--- src/rtl/my_exor.sv ---
// Bitwise XOR gate with a registered shadow of the result, its parity and
// popcount, and a saturating count of cycles in which the operands differ.

module my_exor_bit (
    input  logic a,
    input  logic b,
    output logic y
);
    assign y = a ^ b;
endmodule

module my_exor #(
    parameter int WIDTH = 1,
    parameter int CNT_W = 16,
    localparam int WW   = ($clog2(WIDTH + 1) < 1) ? 1 : $clog2(WIDTH + 1)
) (
    input  logic             clk,
    input  logic             rst,
    input  logic [WIDTH-1:0] in1,
    input  logic [WIDTH-1:0] in2,
    output logic [WIDTH-1:0] out,
    output logic [WIDTH-1:0] out_q,
    output logic             parity_q,
    output logic [WW-1:0]    weight_q,
    output logic [CNT_W-1:0] diff_cnt,
    output logic             diff_sat
);

    // Combinational path stays clock/reset independent.
    for (genvar i = 0; i < WIDTH; i++) begin : g_lane
        my_exor_bit u_bit (
            .a(in1[i]),
            .b(in2[i]),
            .y(out[i])
        );
    end

    logic [WW-1:0] weight_nxt;

    always_comb begin
        weight_nxt = '0;
        for (int i = 0; i < WIDTH; i++)
            weight_nxt = weight_nxt + WW'(out[i]);
    end

    assign diff_sat = &diff_cnt;

    always_ff @(posedge clk or posedge rst) begin
        if (rst) begin
            out_q    <= '0;
            parity_q <= 1'b0;
            weight_q <= '0;
            diff_cnt <= '0;
        end else begin
            out_q    <= out;
            parity_q <= ^out;
            weight_q <= weight_nxt;
            // Counter holds at all-ones rather than wrapping.
            if ((|out) && !diff_sat)
                diff_cnt <= diff_cnt + 1'b1;
        end
    end

endmodule

--- config.mk ---
export PLATFORM = sky130hd
export DESIGN_NAME = my_exor
export DESIGN_NICKNAME = d
export VERILOG_FILES = /design/src/rtl/my_exor.sv
export SDC_FILE = /design/constraint.sdc
export NUM_CORES = 1
export LEC_CHECK = 0
export CORE_MARGIN = 3
export CORE_UTILIZATION = 41
export DETAILED_ROUTE_END_ITERATION = 7
export PLACE_DENSITY = 0.76
export SYNTH_ARGS = -nofsm -noshare
export SYNTH_HDL_FRONTEND = slang
export SYNTH_SLANG_ARGS = --single-unit
export TNS_END_PERCENT = 100
--- constraint.sdc ---
create_clock -name clk -period 1.8 [get_ports clk]
set_clock_uncertainty 0.1 [all_clocks]
set_input_delay 0.54 -clock clk [delete_from_list [all_inputs] [get_ports clk]]
set_output_delay 0.54 -clock clk [all_outputs]
set_load 0.02 [all_outputs]
==> results_dict.tcl, run 1 <==
set metrics [dict create \
    placement.io_buffers 24 \
    area.growth.synth_to_final_pct 62.7 \
    die_area_um2 2710 \
    synth-compound-area-share_pct 7.06 \
    clkSinkCount 17 \
    grt_setup_unrepaired "true" \
    sequence_of_cells_on_the_critical_path "ha_4, nand3_4, buf_4, buf_6, nor4_4, buf_4, a21oi_4, mux2_4" \
    detailedRoute.firstIterationViolations 20 \
    layout-drive-gt1-share_pct 54.0 \
    synth-edff-count 0 \
    synth_top_family_by_area "simple AND/OR/NAND/NOR gates" \
    power_density_nw_per_um2 1030 \
    crit-reg2reg-capture "diff_cnt[1]$_DFFE_PP0P_" \
    setup-violations-final 11 \
    p_total_mw 1.46 \
    timing_worst_setup_path_type "flip-flop to flip-flop" \
    cp.buffers_inverters 3 \
    status "finished with violations" \
    drc 0 \
    cpMostUsedCell "sky130_fd_sc_hd__buf_4" \
    nNetsFinal 143 \
    synth.yosys.seq_area_share_pct 49.0 \
    initial_core_util_pct 43.8 \
    synth.area.top_cells "sky130_fd_sc_hd__dfrtp_1 (49%), sky130_fd_sc_hd__xor2_1 (8.1%), sky130_fd_sc_hd__xnor2_1 (5.0%), sky130_fd_sc_hd__nand3_1 (4.0%), sky130_fd_sc_hd__nor3_1 (2.9%)" \
    ir_drop_mv 0.964 \
    fp.dieW_um 52.0 \
    core.rowCount 16 \
    violations "setup timing" \
    placement.cell_area_um2 1360 \
    synth_simple_gate_area_share_pct 25.1 \
    finalSetupTns_ns -0.724 \
    number_of_nets_still_failing_antenna_checks_after_routing 0 \
    regToRegSetupSlack_ns -0.18 \
    grt_overflow 0 \
    post-place-ws_ns -0.645 \
    timing.slew.headroom_pct 81.6 \
    clk_latency_ns 0.30 \
    routed_via_density 5.07 \
    grt_start_max_net_pins 18 \
    worst_ep_arrival_time_ns 2.08 \
    final_cell_area_um2 1410 \
    leakagePower_nw 0.711 \
    cts-buffers-inserted 3 \
    yosysWarnings 0 \
    synthesis.instances 79 \
    i_o_pin_count 25 \
    die_height_um 52.0 \
    multiplexer_share_of_the_synthesized_area_pct 1.73 \
    post_drt_wl_per_cell_um 15.2 \
    tightest_slew_ns 0.275 \
    total_grt_usage_pct 18.5 \
    critPathSlowestCell "sky130_fd_sc_hd__dfrtp_2" \
    element_type_at_the_critical_path_start "flip-flop" \
    synthesis.area_per_instance_um2 11.0 \
    placed_cells 156 \
    synth.top_cell.area_share_pct 49.0 \
    cts.clk_slew.worst_paths_ns 0.11 \
    grt_pass1_vias 805 \
    postSynth.asyncResetShare_pct 100 \
    cts_max_level 1 \
    postSynthNetCount 84 \
    yosys_most_used_dff "sky130_fd_sc_hd__dfrtp_1" \
    finalWirelength_um 2490 \
    cts_tree "yes" \
    maximum_root_to_sink_buffer_count 2 \
    finalHoldViolations 0 \
    post-route-period-util_pct 110 \
    gp_congestion 0.751 \
    holdWs_ns 0.431 \
    reg2regPathDepth 8 \
    max_cap_violations 0 \
    detailedPlacementHpwl_um 1630 \
    synth-adder-area-share_pct 1.44 \
    number_of_hold_buffers_added_after_cts 0 \
    netlist_area_pre_place_um2 868 \
    reg2reg_from "diff_cnt[0]$_DFFE_PP0P_" \
    final_core_utilization_pct 71.3 \
    min_path_type "input pin to async pin" \
    nature_of_the_critical_path_endpoint "flip-flop" \
    final_max_slew_viol_count 0 \
    yosysMostFrequentCell "sky130_fd_sc_hd__dfrtp_1" \
    num_antenna_cells 0 \
    number_of_filler_instances_in_the_final_layout 140 \
    core-area_um2 1980 \
    worstPathRequired_ns 1.90 \
    post-route-worst-setup-slack_ns -0.182 \
    synth.largest_area_cell "sky130_fd_sc_hd__dfrtp_1" \
    worstPathMaxFanout 4 \
    fmax_mhz 505 \
    cp_slowest_stage_delay_ns 0.40 \
    synth_xor_area_share_pct 13.1 \
    initial_antenna_violation_count 0 \
    finalNonFillerCells 164 \
    synth_common_cells "sky130_fd_sc_hd__dfrtp_1 (17), sky130_fd_sc_hd__xor2_1 (8), sky130_fd_sc_hd__nand3_1 (7)" \
    synth.ff_latch_count 17 \
    routed-via-count 831 \
    clock_root_buffer "sky130_fd_sc_hd__clkbuf_4" \
    grt_pass1_wl_um 3600 \
    critPathTopFamily "buffers and inverters" \
    number_of_detailed_routing_iterations_run_before_antenna_repair 4 \
    netlist-cell-type-count 27 \
    finalWorstPathRequiredPeriod_ns 1.98 \
]
-- what timing repair did --
item	4_1_cts	5_1_grt
buffers inserted	0	4
pin swaps	1	7
endpoints found under the setup margin	25	25
resized for setup	48	33
-- layer usage --
layer	share of wire, %	global-route usage, %
met1	42	24.0
met2	50	29.5
met3	5.0	2.87
met4	2.6	9.17
met5	0	0
-- flip-flops by register name (all words and copies together) (netlist names) --
signal,count
diff_cnt,16
parity_q,1
-- cells by family after synthesis --
kind of cell | after synthesis
AOI/OAI and AO/OA | 9
xor gates and xnor gates | 13
adders and majority gates | 1
buffers and inverters | 4
DFF | 17
muxes | 1
and+or+nand+nor | 34
-- cells in the final DEF, fill, tap and decap left out, types with 2 or more instances in the layout --
master                            instances
sky130_fd_sc_hd__nand3_1                  6
sky130_fd_sc_hd__clkbuf_4                 3
sky130_fd_sc_hd__nor2_1                   4
sky130_fd_sc_hd__a21oi_1                  3
sky130_fd_sc_hd__clkdlybuf4s15_1          3
sky130_fd_sc_hd__nor3_1                   3
sky130_fd_sc_hd__xnor2_1                  4
sky130_fd_sc_hd__a31oi_1                  2
sky130_fd_sc_hd__nand3_2                  2
sky130_fd_sc_hd__buf_6                    4
sky130_fd_sc_hd__buf_4                   30
sky130_fd_sc_hd__dfrtp_2                  6
sky130_fd_sc_hd__clkbuf_2                15
sky130_fd_sc_hd__dlygate4sd2_1            3
sky130_fd_sc_hd__nor3_4                   2
sky130_fd_sc_hd__and2_1                   2
sky130_fd_sc_hd__xor2_1                   8
sky130_fd_sc_hd__nand4_1                  3
sky130_fd_sc_hd__dfrtp_1                 11
sky130_fd_sc_hd__nand2_1                  3
-- worst max path at each step --
stage / from / depth (start not counted) / endpoint
4_1_cts: diff_cnt[0]$_DFFE_PP0P_ / 4 / diff_sat
3_3_place_gp: in2 / 4 / out
2_1_floorplan: diff_cnt[8]$_DFFE_PP0P_ / 3 / diff_sat
3_5_place_dp: in2 / 4 / out
5_1_grt: diff_cnt[0]$_DFFE_PP0P_ / 8 / diff_cnt[1]$_DFFE_PP0P_
6_report: diff_cnt[0]$_DFFE_PP0P_ / 8 / diff_cnt[1]$_DFFE_PP0P_
-- where the power goes --
part / total [mW] / leakage (nW) / switching [mW] / internal, mW
Sequential: 0.544 / 0.212 / 0.0720 / 0.472
Clock: 0.210 / 0.0150 / 0.124 / 0.0864
Combinational: 0.706 / 0.484 / 0.380 / 0.326
-- worst register-to-register path: cells and delay by family (launching register included) --
kind | cells | cell delay [ns]
multiplexers | 1 | 0.30
AO/OA/AOI/OAI | 1 | 0.07
AND/OR/NAND/NOR | 2 | 0.39
adder cells (fa/ha/maj) | 1 | 0.16
flip-flops | 1 | 0.40
buffers and inverters | 3 | 0.46
-- final cells by class --
class                           instances  area, µm²  area share [%]
Multi-Input combinational cell         58        500            35.4
Tap cell                               27       33.8            2.39
Sequential cell                        17        433            30.6
Inverter                                2       7.51           0.531
Clock buffer                            4       26.3            1.86
Timing Repair Buffer                   56        412            29.1
Note: power is estimated with default switching activity, not from simulation.
==> inputs of run 2 (changes only) <==
Settings changed: CAP_MARGIN set to 30.
==> results of run 2 <==
No change in the layout: final DEF, timing and power equal those of run 1.
